File: config.mk
export PLATFORM = sky130hd
export DESIGN_NAME = reg_resp_tx_flat
export DESIGN_NICKNAME = d
export VERILOG_FILES = /design/src/rtl/reg_link_pkg.sv /design/src/rtl/reg_resp_tx_if.sv /design/src/rtl/reg_resp_tx_fifo.sv /design/src/rtl/reg_resp_tx.sv /design/src/flat_wrapper.sv
export SDC_FILE = /design/constraint.sdc
export NUM_CORES = 1
export LEC_CHECK = 0
export BUFFER_PORTS_ARGS = -buffer_cell sky130_fd_sc_hd__buf_2
export CAP_MARGIN = 0
export CORE_MARGIN = 3
export CORE_UTILIZATION = 58
export DETAILED_ROUTE_END_ITERATION = 12
export GPL_TIMING_DRIVEN = 0
export MAX_ROUTING_LAYER = met4
export PLACE_DENSITY = 0.79
export SLEW_MARGIN = 40
export SYNTH_ARGS = -nofsm -noshare
export SYNTH_HDL_FRONTEND = slang
export SYNTH_HIERARCHICAL = 1
export SYNTH_SLANG_ARGS = --single-unit
File: constraint.sdc
create_clock -name clk -period 3.6 [get_ports clk]
set_clock_uncertainty 0.15 [all_clocks]
set_input_delay 0.54 -clock clk [delete_from_list [all_inputs] [get_ports clk]]
set_output_delay 0.54 -clock clk [all_outputs]
set_load 0.05 [all_outputs]
File: src/rtl/reg_link_pkg.sv
// Shared types and constants for the UART register-access link.
package reg_link_pkg;

  // Command codes decoded by the inbound parser.
  localparam logic [7:0] CMD_NOP = 8'h00;
  localparam logic [7:0] CMD_WR  = 8'h01;
  localparam logic [7:0] CMD_RD  = 8'h02;

  // Response type bytes sent back to the host.
  localparam logic [7:0] RESP_WR_ACK  = 8'h81;
  localparam logic [7:0] RESP_RD_DATA = 8'h82;

  typedef struct packed {
    logic [7:0] resp_type;
    logic [7:0] addr;
    logic [7:0] data;
  } resp_frame_t;

  typedef enum logic [1:0] {S_IDLE, S_SEND, S_WAIT} state_e;

  // Byte of a frame in transmit order: 0=type, 1=addr, 2=data.
  function automatic logic [7:0] frame_byte(resp_frame_t frame, logic [1:0] idx);
    case (idx)
      2'd0:    frame_byte = frame.resp_type;
      2'd1:    frame_byte = frame.addr;
      default: frame_byte = frame.data;
    endcase
  endfunction

endpackage

File: src/rtl/reg_resp_tx_if.sv
// Request strobes in, UART tx handshake out, plus status flags.
interface reg_resp_tx_if;
  logic       rd_en_i;
  logic       wr_en_i;
  logic [7:0] reg_addr_i;
  logic [7:0] rd_data_i;
  logic [7:0] wr_data_i;
  logic       tx_done_i;
  logic       tx_start_o;
  logic [7:0] tx_data_o;
  logic       busy_o;
  logic       overflow_o;

  modport slave (
    input  rd_en_i, wr_en_i, reg_addr_i, rd_data_i, wr_data_i, tx_done_i,
    output tx_start_o, tx_data_o, busy_o, overflow_o
  );

  modport master (
    output rd_en_i, wr_en_i, reg_addr_i, rd_data_i, wr_data_i, tx_done_i,
    input  tx_start_o, tx_data_o, busy_o, overflow_o
  );
endinterface

File: src/rtl/reg_resp_tx_fifo.sv
// Synchronous FIFO of response frames; one extra pointer bit tells full from empty.
module resp_fifo
  import reg_link_pkg::*;
#(
  parameter int unsigned DEPTH = 4
) (
  input  logic        clk,
  input  logic        rst,
  input  logic        push,
  input  logic        pop,
  input  resp_frame_t din,
  output resp_frame_t dout,
  output logic        empty,
  output logic        full
);

  localparam int unsigned AW = $clog2(DEPTH);

  logic [AW:0] wr_ptr_q, rd_ptr_q;
  resp_frame_t mem_q [DEPTH];
  logic        do_push, do_pop;

  // A push into a full FIFO is allowed when the head leaves in the same cycle.
  assign do_pop  = pop & ~empty;
  assign do_push = push & (~full | do_pop);

  assign empty = (wr_ptr_q == rd_ptr_q);
  assign full  = (wr_ptr_q[AW] != rd_ptr_q[AW]) &&
                 (wr_ptr_q[AW-1:0] == rd_ptr_q[AW-1:0]);
  assign dout  = mem_q[rd_ptr_q[AW-1:0]];

  // Pointer registers.
  always_ff @(posedge clk or posedge rst) begin
    if (rst) begin
      wr_ptr_q <= '0;
      rd_ptr_q <= '0;
    end else begin
      if (do_push) wr_ptr_q <= wr_ptr_q + 1'b1;
      if (do_pop)  rd_ptr_q <= rd_ptr_q + 1'b1;
    end
  end

  // Storage array; contents are don't-care until written.
  always_ff @(posedge clk) begin
    if (do_push) mem_q[wr_ptr_q[AW-1:0]] <= din;
  end

endmodule

File: src/rtl/reg_resp_tx.sv
// Turns register read/write strobes into 3-byte response frames for the UART tx.
module reg_resp_tx
  import reg_link_pkg::*;
#(
  parameter int unsigned FIFO_DEPTH = 4
) (
  input  logic         clk,
  input  logic         rst,
  reg_resp_tx_if.slave bus
);

  state_e      state_q, state_d;
  logic [1:0]  idx_q, idx_d;
  resp_frame_t frame_q, frame_d;
  logic [7:0]  tx_data_q, tx_data_d;
  logic        overflow_q, overflow_d;
  logic        tx_start;

  logic        req, push, pop, fifo_empty, fifo_full;
  resp_frame_t entry, head;

  // Build the response entry; read wins when both strobes fire.
  always_comb begin
    entry.addr = bus.reg_addr_i;
    if (bus.rd_en_i) begin
      entry.resp_type = RESP_RD_DATA;
      entry.data      = bus.rd_data_i;
    end else begin
      entry.resp_type = RESP_WR_ACK;
      entry.data      = bus.wr_data_i;
    end
  end

  assign req        = bus.rd_en_i | bus.wr_en_i;
  assign pop        = (state_q == S_IDLE) & ~fifo_empty;
  assign push       = req & (~fifo_full | pop);
  assign overflow_d = overflow_q | (req & fifo_full & ~pop);

  resp_fifo #(
    .DEPTH (FIFO_DEPTH)
  ) u_fifo (
    .clk   (clk),
    .rst   (rst),
    .push  (push),
    .pop   (pop),
    .din   (entry),
    .dout  (head),
    .empty (fifo_empty),
    .full  (fifo_full)
  );

  // Frame sequencer: next state, byte index and the byte to present on tx_data_o.
  always_comb begin
    state_d   = state_q;
    idx_d     = idx_q;
    frame_d   = frame_q;
    tx_data_d = tx_data_q;
    tx_start  = 1'b0;
    unique case (state_q)
      S_IDLE: begin
        if (!fifo_empty) begin
          frame_d   = head;
          idx_d     = 2'd0;
          tx_data_d = frame_byte(head, 2'd0);
          state_d   = S_SEND;
        end
      end
      S_SEND: begin
        tx_start = 1'b1;
        state_d  = S_WAIT;
      end
      S_WAIT: begin
        if (bus.tx_done_i) begin
          if (idx_q == 2'd2) begin
            state_d = S_IDLE;
          end else begin
            idx_d     = idx_q + 2'd1;
            tx_data_d = frame_byte(frame_q, idx_q + 2'd1);
            state_d   = S_SEND;
          end
        end
      end
      default: state_d = S_IDLE;
    endcase
  end

  // State and output registers; reset abandons any frame in flight.
  always_ff @(posedge clk or posedge rst) begin
    if (rst) begin
      state_q    <= S_IDLE;
      idx_q      <= 2'd0;
      frame_q    <= '0;
      tx_data_q  <= 8'h00;
      overflow_q <= 1'b0;
    end else begin
      state_q    <= state_d;
      idx_q      <= idx_d;
      frame_q    <= frame_d;
      tx_data_q  <= tx_data_d;
      overflow_q <= overflow_d;
    end
  end

  assign bus.tx_start_o = tx_start;
  assign bus.tx_data_o  = tx_data_q;
  assign bus.busy_o     = (state_q != S_IDLE) | ~fifo_empty;
  assign bus.overflow_o = overflow_q;

endmodule

File: src/flat_wrapper.sv
// flat-port wrapper written by rule: the top's interface ports become plain ports
module reg_resp_tx_flat import reg_link_pkg::*;
#(
  parameter int unsigned FIFO_DEPTH = 4
)
  (clk, rst, bus_rd_en_i, bus_wr_en_i, bus_reg_addr_i, bus_rd_data_i, bus_wr_data_i, bus_tx_done_i, bus_tx_start_o, bus_tx_data_o, bus_busy_o, bus_overflow_o);
  reg_resp_tx_if bus_i ();
  input  logic clk;
  input  logic rst;
  input wire logic [$bits(bus_i.rd_en_i)-1:0] bus_rd_en_i;
  input wire logic [$bits(bus_i.wr_en_i)-1:0] bus_wr_en_i;
  input wire logic [$bits(bus_i.reg_addr_i)-1:0] bus_reg_addr_i;
  input wire logic [$bits(bus_i.rd_data_i)-1:0] bus_rd_data_i;
  input wire logic [$bits(bus_i.wr_data_i)-1:0] bus_wr_data_i;
  input wire logic [$bits(bus_i.tx_done_i)-1:0] bus_tx_done_i;
  output wire logic [$bits(bus_i.tx_start_o)-1:0] bus_tx_start_o;
  output wire logic [$bits(bus_i.tx_data_o)-1:0] bus_tx_data_o;
  output wire logic [$bits(bus_i.busy_o)-1:0] bus_busy_o;
  output wire logic [$bits(bus_i.overflow_o)-1:0] bus_overflow_o;
  assign bus_i.rd_en_i = bus_rd_en_i;
  assign bus_i.wr_en_i = bus_wr_en_i;
  assign bus_i.reg_addr_i = bus_reg_addr_i;
  assign bus_i.rd_data_i = bus_rd_data_i;
  assign bus_i.wr_data_i = bus_wr_data_i;
  assign bus_i.tx_done_i = bus_tx_done_i;
  assign bus_tx_start_o = bus_i.tx_start_o;
  assign bus_tx_data_o = bus_i.tx_data_o;
  assign bus_busy_o = bus_i.busy_o;
  assign bus_overflow_o = bus_i.overflow_o;
  reg_resp_tx #(.FIFO_DEPTH(FIFO_DEPTH)) u_core (.clk(clk), .rst(rst), .bus(bus_i));
endmodule
==> Word level (Yosys, flattened, before mapping) <==
Memory sizes are Yosys's and may differ from the RTL's.
Cells that the tools add are included.
{ "totals": {"reg_bits": 43, "ramBits": 72, "in_bits": 29, "out_inout_bits": 11, "wordCells": 63, "memories": 1} }
{ "classes": {"n_addsub": 3, "eq_ne": 10, "n_mux": 18, "bitwise": 14, "n_reduce_logical": 8} }
{ "mem_list": {"columns": ["memory", "depth", "width", "read_ports", "rd_ports_with_merged_regs", "write_ports", "line", "source"], "rows": [
  ["u_core.u_fifo.mem_q", 4, 18, 1, 0, 1, "reg_resp_tx_fifo.sv:20", "resp_frame_t mem_q [DEPTH];"]
]} }
{ "ops": {"columns": ["operator", "n"], "rows": [
  ["8-bit two-way mux", 4],
  ["8-bit one-hot mux with 2 select lines", 2],
  ["2-bit two-way mux", 6],
  ["3-bit by 1-bit adder with 3-bit output, second input constant", 2],
  ["1-bit bitwise AND", 6],
  ["2-bit != test, second input constant", 3],
  ["2-bit one-hot mux with 3 select lines", 1],
  ["1-bit OR", 5],
  ["2-bit by 1-bit equality test with 1-bit output, second input constant", 2],
  ["2-bit equality test, second input constant", 2],
  ["2-bit zero test", 2],
  ["1-bit two-way mux", 4],
  ["2-bit one-hot mux with 2 select lines", 1],
  ["2-bit AND reduction", 2],
  ["4-bit AND reduction", 1],
  ["2-bit nonzero test", 2],
  ["3-bit equality test", 1],
  ["1-bit NOT", 3],
  ["2-bit by 1-bit adder with 2-bit output, second input constant", 1],
  ["2-bit equality test", 1],
  ["1-bit logical AND", 1],
  ["1-bit != test", 1]
]} }

==> Logic depth before layout (Yosys ltp) <==
{ "logic_depth": {"ltp_word": 8, "depth_mapped": 9, "ltp_nobuf": 8} }

==> Hierarchy <==
The synthesis kept the hierarchy.
{ "by_module_without_submodules": {"columns": ["module", "instances", "cells_per_inst", "area_each_um2", "seq_area_each_um2"], "rows": [
  ["resp_fifo", 1, 162, 3925.0, 3032.9],
  ["reg_resp_tx", 1, 154, 1995.7, 925.9]
]} }

==> Least setup slack after synthesis <==
Ideal clock, no wire load.
{ "synth_timing": {"path_kind": "flip-flop to flip-flop", "start": "reg u_core.u_fifo.rd_ptr_q[0]", "end": "mem u_core/u_fifo/mem_q[0][0] in the netlist's numbering, enable pin", "setup_ps": 361, "t_arrival_ps": 2664, "required_time_ps": 3089, "setup_slack_ps": 425, "stages_incl_launch_ff": 9, "path_buffers": 2, "synth_period_minus_slack_ps": 3175, "path_cell_list": "dfrtp_1 buf_4 xor2_4 nor3_1 or2_4 nor2_8 buf_12 or4_4 and3_1"} }
{ "synth_between": {"elab_chain_cells": 8, "word_cells_on_any_way": 13, "cone_classes": "eq/ne (2); mux (2); bitwise (8); reduce/logical (1)"} }
{ "synth_lines": {"columns": ["element", "line", "source"], "rows": [
  ["start: declaration", "reg_resp_tx_fifo.sv:19", "logic [AW:0] wr_ptr_q, rd_ptr_q;"],
  ["start signal: assignment", "reg_resp_tx_fifo.sv:39", "if (do_pop) rd_ptr_q <= rd_ptr_q + 1'b1;"],
  ["3-bit equality test (*)", "reg_resp_tx_fifo.sv:27", "assign empty = (wr_ptr_q == rd_ptr_q);"],
  ["named net u_core.fifo_empty", "reg_resp_tx.sv:19", "logic req, push, pop, fifo_empty, fifo_full;"],
  ["1-bit NOT (no line) (*)", null, null],
  ["1-bit bitwise AND (*)", "reg_resp_tx.sv:35", "assign pop = (state_q == S_IDLE) & ~fifo_empty;"],
  ["named net u_core.pop", "reg_resp_tx.sv:19", null],
  ["1-bit OR or 1-bit bitwise AND (tied branches)", "reg_resp_tx.sv:36, reg_resp_tx_fifo.sv:24", null],
  ["1-bit bitwise AND or 1-bit OR (tied branches)", "reg_resp_tx.sv:36, reg_resp_tx_fifo.sv:25", null],
  ["1-bit bitwise AND (*)", "reg_resp_tx_fifo.sv:25", "assign do_push = push & (~full | do_pop);"],
  ["1-bit two-way mux (*)", "reg_resp_tx_fifo.sv:45", "if (do_push) mem_q[wr_ptr_q[AW-1:0]] <= din;"],
  ["1-bit two-way mux (not written as such) (*)", "reg_resp_tx_fifo.sv:45", null],
  ["end: declaration", "reg_resp_tx_fifo.sv:20", null]
]} }
Mark *: on every way through the listed nets, which the timed path passes. The rest lies on a longest branch.

==> Worst setup path in the final report <==
{ "layout_timing": {"start": "reg u_core.u_fifo.rd_ptr_q[0]", "end": "mem u_core/u_fifo/mem_q[2][8] in the netlist's numbering, enable pin"} }
The elaborated chain is that of the path after synthesis.

==> flow_summary.html <==
<table>
<tr><th>Metric</th><th>Value</th></tr>
<tr><th colspan="2">Outcome</th></tr>
<tr><td>Outcome</td><td>completed</td></tr>
<tr><th colspan="2">Run</th></tr>
<tr><td>Max-cap check violation count</td><td>0</td></tr>
<tr><th colspan="2">Routing</th></tr>
<tr><td>Average wire per standard cell</td><td>~20 um</td></tr>
<tr><td>Post-route ant nets</td><td>0</td></tr>
<tr><td>First drt pass iteration count</td><td>5</td></tr>
<tr><td>Wire length after detailed routing</td><td>11100 um</td></tr>
<tr><td>Number of violations reported at the end of detailed-routing iteration 0</td><td>209</td></tr>
<tr><td>Post-detailed-route via-to-cell ratio</td><td>5.78</td></tr>
<tr><td>Total vias in the final route</td><td>3138</td></tr>
<tr><td>Detailed-route DRC error count</td><td>0</td></tr>
<tr><th colspan="2">CTS</th></tr>
<tr><td>TritonCTS clock tree</td><td>built</td></tr>
<tr><td>Total setup buffers inserted after CTS</td><td>0</td></tr>
<tr><td>H-Tree Depth</td><td>4</td></tr>
<tr><td>Number of buffers created by CTS</td><td>17</td></tr>
<tr><td>Maximum number of buffers from clock root to sink</td><td>2</td></tr>
<tr><td>TritonCTS Sinks</td><td>approximately 140</td></tr>
<tr><td>Clock latency of the later-clocked register in the worst-skew pair</td><td>approximately 0.52 ns</td></tr>
<tr><td>Clock Root Buffer</td><td>clkbuf_8</td></tr>
<tr><td>Clock-pin slew on the worst setup and hold paths</td><td>0.07 ns</td></tr>
<tr><th colspan="2">Critical path</th></tr>
<tr><td>Critical path buffer and inverter count</td><td>2</td></tr>
<tr><td>Worst R2R Setup Slack</td><td>0.18 ns</td></tr>
<tr><td>Gate family responsible for the most delay along the worst path</td><td>simple AND/OR/NAND/NOR gates</td></tr>
<tr><td>Startpoint of the worst setup timing path</td><td>u_core/u_fifo/rd_ptr_q[0]</td></tr>
<tr><td>Worst-path maximum fanout</td><td>24</td></tr>
<tr><td>Longest individual stage delay on the worst path</td><td>0.54 ns</td></tr>
<tr><td>RR Endpoint</td><td>u_core/u_fifo/mem_q[2][8]</td></tr>
<tr><td>Data required time at the worst endpoint</td><td>3.61 ns</td></tr>
<tr><td>Endpoint class of the critical path</td><td>flop</td></tr>
<tr><td>Worst R2R Path Depth</td><td>8</td></tr>
<tr><td>Worst path cell trace</td><td>buf_4 -&gt; xor2_4 -&gt; nor3_2 -&gt; or2_4 -&gt; nor2_8 -&gt; buf_12 -&gt; or4_4 -&gt; and3_2</td></tr>
<tr><td>Worst path arrival time</td><td>3.43 ns</td></tr>
<tr><td>R2r startpoint</td><td>u_core/u_fifo/rd_ptr_q[0]</td></tr>
<tr><td>Sort of element at the start of the critical path</td><td>flop</td></tr>
<tr><td>Cell type of the slowest stage on the worst timing path</td><td>or4_4</td></tr>
<tr><td>Crit Path Class</td><td>reg2reg</td></tr>
<tr><th colspan="2">Die</th></tr>
<tr><td>CORE AREA</td><td>between 9000 and 10000 sq um</td></tr>
<tr><td>Cell Rows</td><td>36</td></tr>
<tr><td>Initial core utilization</td><td>60.0%</td></tr>
<tr><td>Die height</td><td>107 um</td></tr>
<tr><td>Die footprint</td><td>11500 sq um</td></tr>
<tr><td>Die W</td><td>107 um</td></tr>
<tr><td># IOs</td><td>40</td></tr>
<tr><th colspan="2">Synth</th></tr>
<tr><td>Most used flip-flop cell after synthesis</td><td>edfxtp_1</td></tr>
<tr><td>Post-Syn Instances</td><td>316</td></tr>
<tr><td>Mean instance size in the synthesized netlist</td><td>18.7 sq um</td></tr>
<tr><td>Number of warnings printed during yosys synthesis</td><td>6</td></tr>
<tr><td>Synth Cell Area</td><td>5920 sq um</td></tr>
<tr><td>Fraction of post-synthesis cell area in the top cell type by area</td><td>48.7%</td></tr>
<tr><td>Post-synthesis sequential area ratio</td><td>between 60% and 70%</td></tr>
<tr><td>Number of different library cells in the post-synthesis netlist</td><td>48</td></tr>
<tr><td>Cell taking the most area after synthesis</td><td>edfxtp_1</td></tr>
<tr><td>Cells taking the most area after synthesis</td><td>edfxtp_1 (49%), dfrtp_1 (18%), mux4_2 (8.4%), mux2_4 (4.8%), mux2_2 (2.5%)</td></tr>
<tr><td>Number of synthesized register bits</td><td>between 100 and 150</td></tr>
<tr><td>Async SR Flop Fraction</td><td>a little under a third</td></tr>
<tr><td>Number of flops mapped to enable cells by yosys</td><td>96</td></tr>
<tr><th colspan="2">STA</th></tr>
<tr><td>Unrepaired setup endpoints after global routing</td><td>no</td></tr>
<tr><td>Slew at the pin closest to its max-slew limit</td><td>0.748 ns</td></tr>
<tr><td>Count of final setup violators</td><td>0</td></tr>
<tr><td>Time the worst path needs with I/O delays and setup</td><td>3.42 ns</td></tr>
<tr><td>Fin. Hold Viols</td><td>0</td></tr>
<tr><td>Crit path setup slack, layout</td><td>0.180 ns</td></tr>
<tr><td>Hold WS</td><td>0.0852 ns</td></tr>
<tr><td>Period utilization</td><td>95.0%</td></tr>
<tr><td>Number of max-slew violations in the final report</td><td>0</td></tr>
<tr><td>Worst slew margin relative to its limit</td><td>50.1%</td></tr>
<tr><td>Maximum clock frequency</td><td>292 MHz</td></tr>
<tr><th colspan="2">Global route</th></tr>
<tr><td>Antenna violations before repair</td><td>0</td></tr>
<tr><td>Leftover overflow at the end of global routing</td><td>0</td></tr>
<tr><td>Number of global-route vias before repair</td><td>3335</td></tr>
<tr><td>First-pass GRT wire length</td><td>17900 um</td></tr>
<tr><td>Maximum number of pins on one net before global-route repair</td><td>38</td></tr>
<tr><td>Overall routing resource usage</td><td>21.8%</td></tr>
<tr><th colspan="2">Final layout</th></tr>
<tr><td>Filler Cells Inserted</td><td>595</td></tr>
<tr><td>Antenna diodes</td><td>0</td></tr>
<tr><td>Layout Utilization</td><td>between 70% and 80%</td></tr>
<tr><td>Register cell area after layout</td><td>roughly 4000 sq um</td></tr>
<tr><td>Final Non-Filler Cells</td><td>543</td></tr>
<tr><td>Final instance area</td><td>roughly 7000 sq um</td></tr>
<tr><td>Multi-input gate area</td><td>1900 sq um</td></tr>
<tr><td>Share of cells above drive strength 1</td><td>38.3%</td></tr>
<tr><td>Final #Nets</td><td>434</td></tr>
<tr><td>Layout Area Growth over Synthesis</td><td>17.9%</td></tr>
<tr><th colspan="2">Placement</th></tr>
<tr><td>Detailed Place HPWL</td><td>6750 um</td></tr>
<tr><td>RD Place Congestion</td><td>0.841</td></tr>
<tr><td># placed instances</td><td>510</td></tr>
<tr><td>Placed instance area</td><td>6370 sq um</td></tr>
<tr><td>Worst setup slack after placement</td><td>-0.0916 ns</td></tr>
<tr><td># port buffers</td><td>39</td></tr>
<tr><th colspan="2">Min path</th></tr>
<tr><td>Number of cells on the worst hold path</td><td>1</td></tr>
<tr><td>Hold WC Path Type</td><td>in2reg</td></tr>
<tr><td>Endpoint of the worst hold-timing path</td><td>u_core/u_fifo/mem_q[3][9]</td></tr>
<tr><td>Beginning of the worst hold path</td><td>bus_reg_addr_i[1]</td></tr>
<tr><th colspan="2">Power</th></tr>
<tr><td>Standby leakage power</td><td>2.66 nW</td></tr>
<tr><td>Worst voltage drop across the vdd grid</td><td>0.000536 V</td></tr>
<tr><td>Power density cells</td><td>1070 nW/um^2</td></tr>
</table>
==> registers in the layout, summed over array words and instances, names as in the netlist <==
signal / cells
u_core/bus.overflow_o: 1
u_core/bus.tx_data_o: 8
u_core/frame_q: 24
u_core/idx_q: 2
u_core/state_q: 2
u_core/u_fifo/mem_q: 96
u_core/u_fifo/rd_ptr_q: 3
u_core/u_fifo/wr_ptr_q: 3
==> worst max path at each step <==
stage	to	depth (start not counted)
6_report	u_core/u_fifo/mem_q[2][8]	8
5_1_grt	u_core/u_fifo/mem_q[0][11]	8
4_1_cts	u_core/u_fifo/mem_q[1][16]	8
3_5_place_dp	u_core/u_fifo/mem_q[0][0]	8
3_3_place_gp	u_core/u_fifo/mem_q[0][22]	8
2_1_floorplan	u_core/u_fifo/mem_q[0][0]	8
==> per-layer routing <==
metal / wire length [um] / GRT usage, % / vias up
met3: 715 / 5.18 / 19
met2: 5450 / 34.0 / 132
met5: 0 / - / -
li1: - / - / 1395
met1: 4700 / 28.3 / 1592
met4: 230 / 8.40 / 0
==> synthesized netlist by cell type (5+ instances only) <==
library cell,number
a21oi_1,8
a221o_1,8
a2bb2oi_2,5
buf_2,8
dfrtp_1,43
edfxtp_1,96
ha_1,8
inv_1,8
mux2_2,13
mux2_4,19
mux4_2,22
nand2b_1,8
nand3_1,8
or3_1,8
xnor2_1,5
==> cell type report <==
cell class | count | share of cell area, %
plain buffers | 17 | 1.79
clock buffers | 17 | 5.94
clock inverters | 15 | 2.56
inverters | 8 | 0.448
multi-input cells | 174 | 27.2
flip-flops and latches | 139 | 56.7
well taps | 133 | 2.38
repair buffers | 40 | 2.94
==> report_power, final <==
| group | internal [mW] | switching (mW) |
|---|---|---|
| sequential | 2.44 | 0.297 |
| combinational | 1.41 | 1.61 |
| clock | 1.02 | 0.713 |
==> metrics by stage <==
| step | total power, mW | setup TNS [ns] |
|---|---|---|
| after floorplan | 5.03 | 0 |
| after global routing | 7.83 | 0 |
| after CTS | 7.53 | 0 |
| after detailed placement | 5.73 | -5.90 |
| after global placement | 5.63 | -25.90 |
| final | 7.49 | 0 |
==> kinds of logic after synthesis <==
| kind of cell | after synthesis | synth area share, % |
|---|---|---|
| flip-flops | 139 | 66.9 |
| XOR/XNOR | 8 | 1.82 |
| AND/OR/NAND/NOR | 42 | 4.65 |
| AO/OA/AOI/OAI | 34 | 5.30 |
| multiplexers | 58 | 16.9 |
| buffers and inverters | 25 | 2.62 |
| adder cells (fa/ha/maj) | 8 | 1.69 |
| other | 2 | 0.127 |
==> layout by cell type (no fill, tap or decap), types with 2 or more instances in the layout <==
| cell type | synthesis | final |
|---|---|---|
| buf_6 | 2 | 2 |
| edfxtp_1 | 96 | 96 |
| clkbuf_1 | 3 | 3 |
| ha_1 | 8 | 8 |
| buf_2 | 8 | 47 |
| clkinvlp_4 | 0 | 2 |
| or3_1 | 8 | 8 |
| nand3_1 | 8 | 8 |
| inv_8 | 0 | 5 |
| inv_1 | 8 | 6 |
| and3_2 | 0 | 3 |
| nor2_1 | 2 | 2 |
| clkbuf_16 | 0 | 16 |
| a2bb2oi_1 | 3 | 3 |
| mux4_1 | 2 | 2 |
| xor2_4 | 2 | 2 |
| conb_1 | 2 | 24 |
| a21oi_1 | 8 | 8 |
| mux2_4 | 19 | 19 |
| buf_12 | 2 | 2 |
| dfrtp_1 | 43 | 43 |
| mux4_2 | 22 | 22 |
| o21ai_0 | 2 | 2 |
| a221o_1 | 8 | 8 |
| inv_6 | 0 | 5 |
| bufinv_16 | 0 | 2 |
| mux2_2 | 13 | 13 |
| xnor2_1 | 5 | 5 |
| o41ai_2 | 2 | 2 |
| nand2b_1 | 8 | 8 |
| mux2_1 | 2 | 2 |
| a2bb2oi_2 | 5 | 5 |
==> repair_timing <==
| item | in CTS | in global routing |
|---|---|---|
| gates resized for setup | 1 | 0 |
| hold buffers | 1 | 0 |
| setup endpoints to repair | 72 | 0 |
| hold endpoints to repair | 6 | 0 |
Note: power is estimated with default switching activity, not from simulation.
